`src/rtl/chip8_regfile_bulk_if.sv`:
```
// Memory-side handshake of the V-register bulk sequencer: one beat per req/ack pair.
// Requester holds req, wr, idx and wdata stable until ack; rdata is valid with ack on loads.
interface chip8_regfile_bulk_if #(
  parameter int DATA_W = 8,
  parameter int ADDR_W = 4
);
  logic              mem_req;
  logic              mem_wr;
  logic [ADDR_W-1:0] mem_idx;
  logic [DATA_W-1:0] mem_wdata;
  logic              mem_ack;
  logic [DATA_W-1:0] mem_rdata;

  modport master (
    output mem_req, mem_wr, mem_idx, mem_wdata,
    input  mem_ack, mem_rdata
  );

  modport slave (
    input  mem_req, mem_wr, mem_idx, mem_wdata,
    output mem_ack, mem_rdata
  );
endinterface

```
`src/rtl/chip8_regfile_bulk.sv`:
```
// CHIP-8 V-register file (2 registered read ports, write-through) with FX55/FX65 bulk sequencer.
// Reads take 1 cycle; each bulk beat waits for mem_ack, max one beat per cycle, CPU writes dropped while busy.
module chip8_regfile_bulk #(
  parameter int DATA_W   = 8,
  parameter int ADDR_W   = 4,
  parameter int FLAG_REG = 15
) (
  input  logic              clk,
  input  logic              reset,
  input  logic              wr_en,
  input  logic [ADDR_W-1:0] wr_sel,
  input  logic [DATA_W-1:0] wr_data,
  input  logic              flag_we,
  input  logic [DATA_W-1:0] flag_data,
  input  logic [ADDR_W-1:0] rd_sel_a,
  input  logic [ADDR_W-1:0] rd_sel_b,
  output logic [DATA_W-1:0] rd_data_a,
  output logic [DATA_W-1:0] rd_data_b,
  input  logic              bulk_start,
  input  logic              bulk_dir,
  input  logic [ADDR_W-1:0] bulk_last,
  output logic              busy,
  output logic              done,
  chip8_regfile_bulk_if.master mem
);

  localparam int NUM_REGS = 2 ** ADDR_W;
  localparam logic [ADDR_W-1:0] FLAG_IDX = ADDR_W'(FLAG_REG);

  typedef enum logic [1:0] {IDLE, XFER, FIN} state_t;

  state_t                          state_q, state_d;
  logic                            dir_q, dir_d;
  logic [ADDR_W-1:0]               last_q, last_d;
  logic [ADDR_W-1:0]               idx_q, idx_d;
  logic [NUM_REGS-1:0][DATA_W-1:0] regs_q, regs_d;
  logic [DATA_W-1:0]               rd_a_q, rd_a_d;
  logic [DATA_W-1:0]               rd_b_q, rd_b_d;
  logic                            load_we;

  always_comb begin
    state_d = state_q;
    dir_d   = dir_q;
    last_d  = last_q;
    idx_d   = idx_q;
    regs_d  = regs_q;
    load_we = 1'b0;

    case (state_q)
      IDLE: begin
        if (bulk_start) begin
          dir_d   = bulk_dir;
          last_d  = bulk_last;
          idx_d   = '0;
          state_d = XFER;
        end
      end
      XFER: begin
        if (mem.mem_ack) begin
          load_we = dir_q;
          if (idx_q == last_q) state_d = FIN;
          else                 idx_d   = idx_q + ADDR_W'(1);
        end
      end
      FIN:     state_d = IDLE;
      default: state_d = IDLE;
    endcase

    // Later assignments win: flag beats general write, sequencer load beats both.
    if (state_q == IDLE) begin
      if (wr_en)   regs_d[wr_sel]   = wr_data;
      if (flag_we) regs_d[FLAG_IDX] = flag_data;
    end
    if (load_we) regs_d[idx_q] = mem.mem_rdata;

    // Reading the next-state array gives write-through on the same edge.
    rd_a_d = regs_d[rd_sel_a];
    rd_b_d = regs_d[rd_sel_b];
  end

  always_ff @(posedge clk) begin
    if (reset) begin
      state_q <= IDLE;
      dir_q   <= 1'b0;
      last_q  <= '0;
      idx_q   <= '0;
      regs_q  <= '0;
      rd_a_q  <= '0;
      rd_b_q  <= '0;
    end else begin
      state_q <= state_d;
      dir_q   <= dir_d;
      last_q  <= last_d;
      idx_q   <= idx_d;
      regs_q  <= regs_d;
      rd_a_q  <= rd_a_d;
      rd_b_q  <= rd_b_d;
    end
  end

  assign rd_data_a     = rd_a_q;
  assign rd_data_b     = rd_b_q;
  assign busy          = (state_q != IDLE);
  assign done          = (state_q == FIN);
  assign mem.mem_req   = (state_q == XFER);
  assign mem.mem_wr    = (state_q == XFER) && !dir_q;
  assign mem.mem_idx   = idx_q;
  assign mem.mem_wdata = regs_q[idx_q];

endmodule
```
`src/flat_wrapper.sv`:
```
// flat-port wrapper written by rule: the top's interface ports become plain ports
module chip8_regfile_bulk_flat 
#(
  parameter int DATA_W   = 8,
  parameter int ADDR_W   = 4,
  parameter int FLAG_REG = 15
)
  (clk, reset, wr_en, wr_sel, wr_data, flag_we, flag_data, rd_sel_a, rd_sel_b, rd_data_a, rd_data_b, bulk_start, bulk_dir, bulk_last, busy, done, mem_mem_req, mem_mem_wr, mem_mem_idx, mem_mem_wdata, mem_mem_ack, mem_mem_rdata);
  chip8_regfile_bulk_if #(.DATA_W(DATA_W), .ADDR_W(ADDR_W)) mem_i ();
  input  logic clk;
  input  logic reset;
  input  logic wr_en;
  input  logic [ADDR_W-1:0] wr_sel;
  input  logic [DATA_W-1:0] wr_data;
  input  logic flag_we;
  input  logic [DATA_W-1:0] flag_data;
  input  logic [ADDR_W-1:0] rd_sel_a;
  input  logic [ADDR_W-1:0] rd_sel_b;
  output logic [DATA_W-1:0] rd_data_a;
  output logic [DATA_W-1:0] rd_data_b;
  input  logic bulk_start;
  input  logic bulk_dir;
  input  logic [ADDR_W-1:0] bulk_last;
  output logic busy;
  output logic done;
  output wire logic [$bits(mem_i.mem_req)-1:0] mem_mem_req;
  output wire logic [$bits(mem_i.mem_wr)-1:0] mem_mem_wr;
  output wire logic [$bits(mem_i.mem_idx)-1:0] mem_mem_idx;
  output wire logic [$bits(mem_i.mem_wdata)-1:0] mem_mem_wdata;
  input wire logic [$bits(mem_i.mem_ack)-1:0] mem_mem_ack;
  input wire logic [$bits(mem_i.mem_rdata)-1:0] mem_mem_rdata;
  assign mem_mem_req = mem_i.mem_req;
  assign mem_mem_wr = mem_i.mem_wr;
  assign mem_mem_idx = mem_i.mem_idx;
  assign mem_mem_wdata = mem_i.mem_wdata;
  assign mem_i.mem_ack = mem_mem_ack;
  assign mem_i.mem_rdata = mem_mem_rdata;
  chip8_regfile_bulk #(.DATA_W(DATA_W), .ADDR_W(ADDR_W), .FLAG_REG(FLAG_REG)) u_core (.clk(clk), .reset(reset), .wr_en(wr_en), .wr_sel(wr_sel), .wr_data(wr_data), .flag_we(flag_we), .flag_data(flag_data), .rd_sel_a(rd_sel_a), .rd_sel_b(rd_sel_b), .rd_data_a(rd_data_a), .rd_data_b(rd_data_b), .bulk_start(bulk_start), .bulk_dir(bulk_dir), .bulk_last(bulk_last), .busy(busy), .done(done), .mem(mem_i));
endmodule
```
`config.mk`:
```
export PLATFORM = sky130hd
export DESIGN_NAME = chip8_regfile_bulk_flat
export DESIGN_NICKNAME = d
export VERILOG_FILES = /design/src/rtl/chip8_regfile_bulk_if.sv /design/src/rtl/chip8_regfile_bulk.sv /design/src/flat_wrapper.sv
export SDC_FILE = /design/constraint.sdc
export NUM_CORES = 1
export LEC_CHECK = 0
export CORE_MARGIN = 10
export CORE_UTILIZATION = 45
export CTS_CLUSTER_SIZE = 20
export DETAILED_ROUTE_END_ITERATION = 8
export PLACE_DENSITY = 0.65
export SLEW_MARGIN = 10
export SYNTH_ARGS = -nofsm -noshare
export SYNTH_HDL_FRONTEND = slang
export SYNTH_SLANG_ARGS = --single-unit
```
`constraint.sdc`:
```
create_clock -name clk -period 4.5 [get_ports clk]
set_clock_uncertainty 0.05 [all_clocks]
set_input_delay 0.675 -clock clk [delete_from_list [all_inputs] [get_ports clk]]
set_output_delay 0.675 -clock clk [all_outputs]
set_load 0.01 [all_outputs]
```
## Yosys cells after proc, flatten, opt, wreduce, memory -nomap -nowiden

Index checks and enable logic that the tools add are counted.

| word-level totals | value |
|---|---|
| output and inout bits | 32 |
| input bits | 47 |
| bits in registers | 155 |

| operators by class | value |
|---|---|
| reductions and logical operators | 10 |
| multiplexer cells | 26 |
| add/sub/neg operators | 1 |
| eq/ne operators | 7 |
| $lt $le $gt $ge | 6 |

Operator list:

| kind | number |
|---|---|
| 128-bit 2-to-1 mux | 3 |
| 128-bit bitwise mux | 2 |
| 8-bit binary-select mux with 4-bit select | 3 |
| 8-bit demux with 4-bit select | 2 |
| 8-bit 2-to-1 mux | 6 |
| 4-bit by 5-bit < comparator with 1-bit output (second input constant) | 4 |
| 4-bit 2-to-1 mux | 3 |
| 4-bit by 1-bit >= comparator with 1-bit output (second input constant) | 2 |
| 4-bit case mux with 2 select lines | 1 |
| 2-bit 2-to-1 mux | 3 |
| 4-bit by 1-bit adder with 4-bit output (second input constant) | 1 |
| 4-bit == test | 1 |
| 2-bit by 1-bit inequality test with 1-bit output (second input constant) | 2 |
| 2-bit inequality test (second input constant) | 2 |
| 2-bit case mux with 2 select lines | 1 |
| 4-bit AND reduction | 1 |
| 2-bit nonzero test | 2 |
| 1-bit logical AND | 3 |
| 3-bit AND reduction | 1 |
| 2-bit by 1-bit == test with 1-bit output (second input constant) | 1 |
| 2-bit == test (second input constant) | 1 |
| 2-bit logical NOT | 1 |
| 1-bit 2-to-1 mux | 2 |
| 2-bit AND reduction | 1 |
| 1-bit logical NOT | 1 |

## Depth between registers and ports, before layout

Gate-level depths: netlist of the first run.

| depth | value |
|---|---|
| depth after elaboration | 12 |
| gate-level depth with buffers | 13 |
| gate-level depth less buffers | 9 |

## Worst setup path before layout of the first run

Ideal clock, no wire load.

| timing path | value |
|---|---|
| path type | register to register |
| start point | register u_core.idx_q[0] (netlist: u_core.mem.mem_idx[0]) |
| end point | register u_core.rd_a_q[6] (netlist: u_core.rd_data_a[6]) |
| clock period less this slack | 3.246 ns |
| stages on the path, launching flop included | 13 |
| slack | 1.254 ns |
| buffers on the path | 3 |
| arrival time | 3.080 ns |
| library setup time | 0.116 ns |
| required time | 4.334 ns |
| cell sequence | dfxtp_1 -> clkbuf_1 -> clkbuf_1 -> inv_1 -> ha_1 -> nand3_1 -> or2_2 -> clkbuf_1 -> a31oi_1 -> mux2_2 -> o221ai_1 -> o22ai_1 -> a31o_2 |

| between the ends | value |
|---|---|
| longest elaborated chain between the ends | 8 |
| elaborated cells between the ends (all ways) | 9 |
| those cells by class | order compare (2); mux (6); reduce/logical (1) |

Ends and longest elaborated chain:

| element | RTL line | text |
|---|---|---|
| from (decl) | chip8_regfile_bulk.sv:35 | `logic [ADDR_W-1:0] idx_q, idx_d;` |
| from (signal assigned) | chip8_regfile_bulk.sv:94 | `idx_q <= idx_d;` |
| 4-bit by 5-bit < comparator with 1-bit output (not written as such) / 4-bit by 1-bit >= comparator with 1-bit output (equally long branches) | chip8_regfile_bulk.sv:74 | `if (load_we) regs_d[idx_q] = mem.mem_rdata;` |
| 1-bit logical AND (not written as such) | chip8_regfile_bulk.sv:74 |  |
| 8-bit 2-to-1 mux (not written as such) | chip8_regfile_bulk.sv:74 |  |
| 8-bit demux with 4-bit select * | - |  |
| 128-bit bitwise mux * | chip8_regfile_bulk.sv:74 |  |
| 128-bit 2-to-1 mux * | chip8_regfile_bulk.sv:74 |  |
| 8-bit binary-select mux with 4-bit select * | chip8_regfile_bulk.sv:77 | `rd_a_d = regs_d[rd_sel_a];` |
| 8-bit 2-to-1 mux (not written as such) * | chip8_regfile_bulk.sv:77 |  |
| to (signal assigned) | chip8_regfile_bulk.sv:96 | `rd_a_q <= rd_a_d;` |
| to (decl) | chip8_regfile_bulk.sv:37 | `logic [DATA_W-1:0] rd_a_q, rd_a_d;` |

Every way passes the cells marked *; elsewhere a longest branch is shown, timed or not. The select of a mux whose other input is x is not followed.
A chain may end at the register's enable or synchronous reset.

## Worst setup path after layout of the first run

| timing path | value |
|---|---|
| start point | register u_core.idx_q[0] (netlist: u_core.mem.mem_idx[0]) |
| end point | output port mem_mem_wdata[0] |

| between the ends | value |
|---|---|
| longest elaborated chain between the ends | 2 |

Ends and longest elaborated chain:

| element | RTL line | text |
|---|---|---|
| 8-bit binary-select mux with 4-bit select | chip8_regfile_bulk.sv:108 | `assign mem.mem_wdata = regs_q[idx_q];` |
| 8-bit 2-to-1 mux (not written as such) | chip8_regfile_bulk.sv:108 |  |
| to (decl) | flat_wrapper.sv:29 | `output wire logic [$bits(mem_i.mem_wdata)-1:0] mem_mem_wdata;` |

Every way passes these cells. The select of a mux whose other input is x is not followed.

==> flow_metrics.tcl, run 1 <==
set metrics [dict create \
    outcome "finished, final reports clean" \
    drive_gt1_share_pct 14.79 \
    worstReg2RegEnd "u_core.rd_data_b[5]$_SDFF_PP0_" \
    cts_tree "yes" \
    synth_edf_count 0 \
    grt_pass1_wl_mm 83.43 \
    core.rowCount 57 \
    ys_seq_area_share_pct 28.22 \
    synth.area.top_cells "dfxtp_1, mux4_2, nor2_1, o21ai_0, nand2_1" \
    grt_pass1_vias 11900 \
    drtPass1Iterations 7 \
    clock-root-buffer "clkbuf_16" \
    crit_end "mem_mem_wdata[0]" \
    timing.rr.start "u_core.mem.mem_idx[1]$_SDFFE_PP0P_" \
    fin_crit_ns 4.077 \
    setup-tns-final_ns 0 \
    nets 1505 \
    ir_drop_v 0.0001709 \
    cts.sinks 155 \
    synth_top_family_by_area "simple AND/OR/NAND/NOR gates" \
    synth_area_um2 11000 \
    antenna_found_initial 2 \
    port_buffers 78 \
    design_area_um2 12790 \
    placed_cell_area_um2 12210 \
    grt_max_degree 66 \
    grtUsageTotal_pct 36.27 \
    drt_iter0_drc 2317 \
    final_core_util_pct 52.91 \
    synthMuxAreaShare_pct 11.17 \
    holdWs_ns 0.4304 \
    clock_latency_ns 0.45 \
    cts_max_path_buffers 2 \
    yosys-top-cells-count "nor2_1, dfxtp_1, nand2_1" \
    via_count 12910 \
    fin_crit_sh_pct 90.59 \
    antenna_left 0 \
    powerDensity_nw_per_um2 286.5 \
    synth_area_per_cell_um2 7.727 \
    async_reset_ff_share_pct 0 \
    synth_compound_area_share_pct 25.53 \
    post_cts_resized 0 \
    synth_simple_gate_area_share_pct 27.55 \
    routedWlPerCell_um 32.46 \
    relSlewSlack_pct 32.26 \
    reg2reg_depth 7 \
    area_growth_pct 16.34 \
    synth_adder_area_share_pct 0.4552 \
    startpoint_type "flop" \
    ctsHoldBuffers 0 \
    hp-class "reg -> reg" \
    rsz0062_at_grt "false" \
    synthCells 1423 \
    synth_nets 1474 \
    ff2ff_setup_slack_ns 0.66 \
    setup_slack_ns 0.4235 \
    power_mw 3.665 \
    synth_ff_type "dfxtp_1" \
    dieArea_um2 31090 \
    start_util_pct 45.48 \
    critPathKind "reg -> out" \
    cts.htree.levels 4 \
    overflow 0 \
    synth_top_area_share_pct 28.22 \
    worstHoldStart "u_core.last_q[0]$_SDFFE_PP0P_" \
    arrival_ns 3.35 \
    numCtsBuffers 17 \
    cp_max_fo 16 \
    synth-seq-cells 155 \
    post_synth_xor_area_fraction_pct 0.4779 \
    coreArea_um2 24180 \
    die_w_um 176.3 \
    synth.most_common_cell "nor2_1" \
    report.final.setup_viol 0 \
    ys.warnings.count 0 \
    dpl.cell_count 1759 \
    ioPinCount 79 \
    slew_viol_final 0 \
    synth_cell_types 82 \
    p_leak_nw 4.484 \
    worstPathRequired_ns 3.77 \
    cp-startpoint "u_core.mem.mem_idx[0]$_SDFFE_PP0P_" \
    dieHeight_um 176.3 \
    post-place-ws_ns 0.5579 \
    fmax_mhz 245.3 \
    wirelength_mm 58.20 \
    place_congestion 1.084 \
    max_cap_violations 0 \
    path_clk_slew_ns 0.07 \
    cts_setup_buffers 0 \
    synth_top_area_cell "dfxtp_1" \
    worst_pin_slew_ns 1.013 \
    cp-end-kind "output pin" \
    layout.cells.non_filler 1793 \
    hold_violations 0 \
    viasPerCell 7.197 \
    drc 0 \
    dp_hpwl_mm 43.03 \
]
## metal layers
metal,global-route usage (%),up-vias,part of all wire (%)
li1,-,5374,-
met1,47.57,6192,39
met2,52.67,1120,41
met3,10.83,217,14
met4,19.07,2,6.1
met5,0,-,0.022
## critical path, stage by stage (launching register included)
cell             delay, ns
dfxtp_2               0.76
buf_4                 0.46
mux4_2                0.62
mux4_2                0.55
clkdlybuf4s50_1       0.51
## layout by cell type, fill, tap and decap left out, types with 19 or more instances in the layout
| master | instances |
|---|---|
| a21oi_1 | 47 |
| a221o_1 | 34 |
| a221oi_1 | 19 |
| a31oi_1 | 53 |
| buf_4 | 84 |
| clkdlybuf4s50_1 | 76 |
| dfxtp_1 | 153 |
| inv_1 | 26 |
| mux4_2 | 44 |
| nand2_1 | 127 |
| nand3_1 | 53 |
| nor2_1 | 166 |
| nor2b_1 | 61 |
| nor3_1 | 76 |
| o21ai_0 | 116 |
| o22ai_1 | 35 |
| or2_2 | 19 |
## layout make-up
type / instances / area, um^2
clock inverter: 15 / 156.4
inverter: 27 / 101.3
fill: 2347 / 11380
timing repair buffer: 162 / 1416
multi-input combinational: 1091 / 7177
antenna: 2 / 5.005
tap: 324 / 405.4
clock buffer: 17 / 425.4
sequential: 155 / 3105
## cells by family (layout without fill, tap and decap cells)
kind of cell,after synthesis,after routing
AO/OA/AOI/OAI,418,418
XOR/XNOR,6,6
adder cells (fa/ha/maj),4,4
buffers and inverters,177,221
flip-flops,155,155
multiplexers,67,67
other,0,2
AND/OR/NAND/NOR,596,596
## registers in the layout, indices dropped and copies added, names as in the netlist
register / flops
u_core.rd_data_b: 8
u_core.state_q: 2
u_core.regs_q: 128
u_core.dir_q: 1
u_core.rd_data_a: 8
u_core.mem.mem_idx: 4
u_core.last_q: 4
## where the power goes
| group | switching [mW] | leakage, nW | internal, mW |
|---|---|---|---|
| Combinational | 0.473 | 2.94 | 0.245 |
| Sequential | 0.0369 | 1.26 | 1.41 |
| Clock | 0.717 | 0.288 | 0.786 |
| Total | 1.23 | 4.48 | 2.44 |
## how the worst min path moves through the flow
stage	endpoint	slack, ns	depth (start not counted)
floorplan	u_core.last_q[0]$_SDFFE_PP0P_	0.40	2
global placement	u_core.last_q[1]$_SDFFE_PP0P_	0.41	2
detailed placement	u_core.last_q[0]$_SDFFE_PP0P_	0.42	2
CTS	u_core.last_q[0]$_SDFFE_PP0P_	0.43	2
global route	u_core.last_q[3]$_SDFFE_PP0P_	0.46	2
finish	u_core.last_q[0]$_SDFFE_PP0P_	0.43	2
(Power assumes the default switching activity.)
==> run 2, diff against run 1 <==
CTS_CLUSTER_DIAMETER = 80   (was unset)
PLACE_DENSITY = unset   (was 0.65)
==> run 2 against run 1 <==
  * Sequential power is essentially flat
  * Flip-flop and latch count is the same
  * Die area unchanged
  * Worst hold slack worse by 0.0060 ns
  * Non-clock buffer count decreased by 8
  * Critical endpoint is now mem_mem_wdata[4]
  * Final cell count decreased by 0.56%
  * Design area hardly changed
  * Core utilization hardly changed
==> flow_metrics.tcl, run 2 (synthesis gave the netlist of run 1 again) <==
set metrics [dict create \
    outcome "finished, final reports clean" \
    final_cell_mix "nor2_1, dfxtp_1, nand2_1" \
    hold_violations 0 \
    worst_pin_slew_ns 1.068 \
    fmax_mhz 258.8 \
    ioPinCount 79 \
    report.final.setup_viol 0 \
    crit_path_max_incr_delay_ns 0.68 \
    start_util_pct 45.48 \
    numCtsBuffers 17 \
    critPathSlowestCell "mux4_2" \
    cts.sinks 155 \
    met1_length_mm 22.31 \
    path_buf_inv 2 \
    hold_depth 2 \
    cts_tree "yes" \
    critPathTopFamily "multiplexers" \
    diodes 0 \
    arrival_ns 3.14 \
    cts.htree.levels 4 \
    clock_latency_ns 0.44 \
    fin_crit_sh_pct 85.85 \
    relSlewSlack_pct 28.56 \
    top_register "u_core.regs_q" \
    antenna_found_initial 1 \
    reg2reg_depth 8 \
    drc 0 \
    slew_viol_final 0 \
    cp.depth 4 \
    multi_input_area_um2 7177 \
    met2_length_mm 23.94 \
    powerDensity_nw_per_um2 290.5 \
    dpl.cell_count 1751 \
    cp-end-kind "output pin" \
    dp_hpwl_mm 42.03 \
    port_buffers 78 \
    ctsHoldBuffers 0 \
    die_w_um 176.3 \
    rsz0062_at_grt "false" \
    grtUsageTotal_pct 36.32 \
    setup-tns-final_ns 0 \
    startpoint_type "flop" \
    largest_register_ffs 128 \
    grt_max_degree 92 \
    area.sequential_um2 3105 \
    nFillCells 2340 \
    wirelength_mm 57.78 \
    drive_gt1_share_pct 14.32 \
    layout.cells.non_filler 1783 \
    cp_max_fo 14 \
    path_cells "buf_4 > mux4_2 > mux4_2 > clkdlybuf4s50_1" \
    worstPathRequired_ns 3.77 \
    clock-root-buffer "clkbuf_16" \
    wl_met3_mm 7.804 \
    routedWlPerCell_um 32.41 \
    drtPass1Iterations 6 \
    coreArea_um2 24180 \
    mostFrequentLayoutCell "nor2_1" \
    p_leak_nw 4.474 \
    ir_drop_v 0.0002184 \
    antenna_left 0 \
    core.rowCount 57 \
    cts_max_path_buffers 2 \
    overflow 0 \
    area_growth_pct 16.33 \
    nets 1497 \
    viasPerCell 7.193 \
    max_cap_violations 0 \
    dieHeight_um 176.3 \
    fin_crit_ns 3.863 \
    grt_pass1_vias 11650 \
    dieArea_um2 31090 \
    cts_setup_buffers 0 \
    path_clk_slew_ns 0.07 \
    post_cts_resized 0 \
    routed.top_layer "met5" \
    final_core_util_pct 52.91 \
    hp-class "reg -> reg" \
    drt_iter0_drc 2303 \
    cpMostUsedCell "mux4_2" \
    place_congestion 1.079 \
    critPathKind "reg -> out" \
    via_count 12830 \
    grt_pass1_wl_mm 83.61 \
]
## run 2: changes by cell type in the layout (fill, tap and decap cells not counted)
cell / before / now
inv_6: 3 / 6
clkinv_4: 3 / 2
buf_12: 1 / 4
clkbuf_8: 0 / 1
bufinv_16: 1 / 2
clkinv_2: 2 / 1
diode_2: 2 / 0
buf_4: 84 / 73
inv_8: 5 / 3
clkinvlp_4: 1 / 0
## run 2: cell type report
class | count | share of cell area [%]
clock buffer | 18 | 3.433
clock inverter | 14 | 1.321
inverter | 27 | 0.7923
multi-input combinational | 1091 | 56.11
sequential | 155 | 24.28
tap | 324 | 3.169
timing repair buffer | 154 | 10.90
## run 2: worst paths after layout
path | startpoint | endpoint | slack (ns)
worst max-delay path | u_core.mem.mem_idx[0]$_SDFFE_PP0P_ | mem_mem_wdata[4] | 0.64
worst max register to register | u_core.mem.mem_idx[1]$_SDFFE_PP0P_ | u_core.rd_data_b[5]$_SDFF_PP0_ | 0.73
worst min register to register | u_core.last_q[3]$_SDFFE_PP0P_ | u_core.last_q[3]$_SDFFE_PP0P_ | 0.42
worst min-delay path | u_core.last_q[3]$_SDFFE_PP0P_ | u_core.last_q[3]$_SDFFE_PP0P_ | 0.42
## run 2: report_power, final
| group | leakage (nW) | internal (mW) | switching [mW] |
|---|---|---|---|
| Sequential | 1.26 | 1.41 | 0.0365 |
| Clock | 0.302 | 0.856 | 0.699 |
| Combinational | 2.92 | 0.244 | 0.474 |
| Total | 4.47 | 2.51 | 1.21 |
## run 2: worst reg2reg max path: cells and delay by family (launching register included)
kind / cells / cell delay (ns)
AND/OR/NAND/NOR: 2 / 0.88
flip-flops: 1 / 0.65
buffers and inverters: 1 / 0.41
adder cells (fa/ha/maj): 1 / 0.37
AO/OA/AOI/OAI: 4 / 1.26
## run 2: per-layer routing
layer | global-route usage (%) | vias to the layer above
li1 | - | 5352
met1 | 48.37 | 6165
met2 | 52.35 | 1090
met3 | 9.932 | 216
met4 | 19.53 | 2
met5 | 0 | -
## run 2: per-stage QoR
| stage | area [um^2] | hold WS, ns | worst slack [ns] | total power, mW |
|---|---|---|---|---|
| finish | 12790 | 0.4244 | 0.6366 | 3.716 |
| global route | 12790 | 0.4590 | 0.5591 | 3.793 |
| floorplan | 11000 | 0.3988 | 1.254 | 1.830 |
| detailed placement | 12180 | 0.4136 | 0.5702 | 2.152 |
| global placement | 12180 | 0.4055 | 0.5327 | 2.155 |
| CTS | 12790 | 0.4240 | 0.6351 | 3.690 |
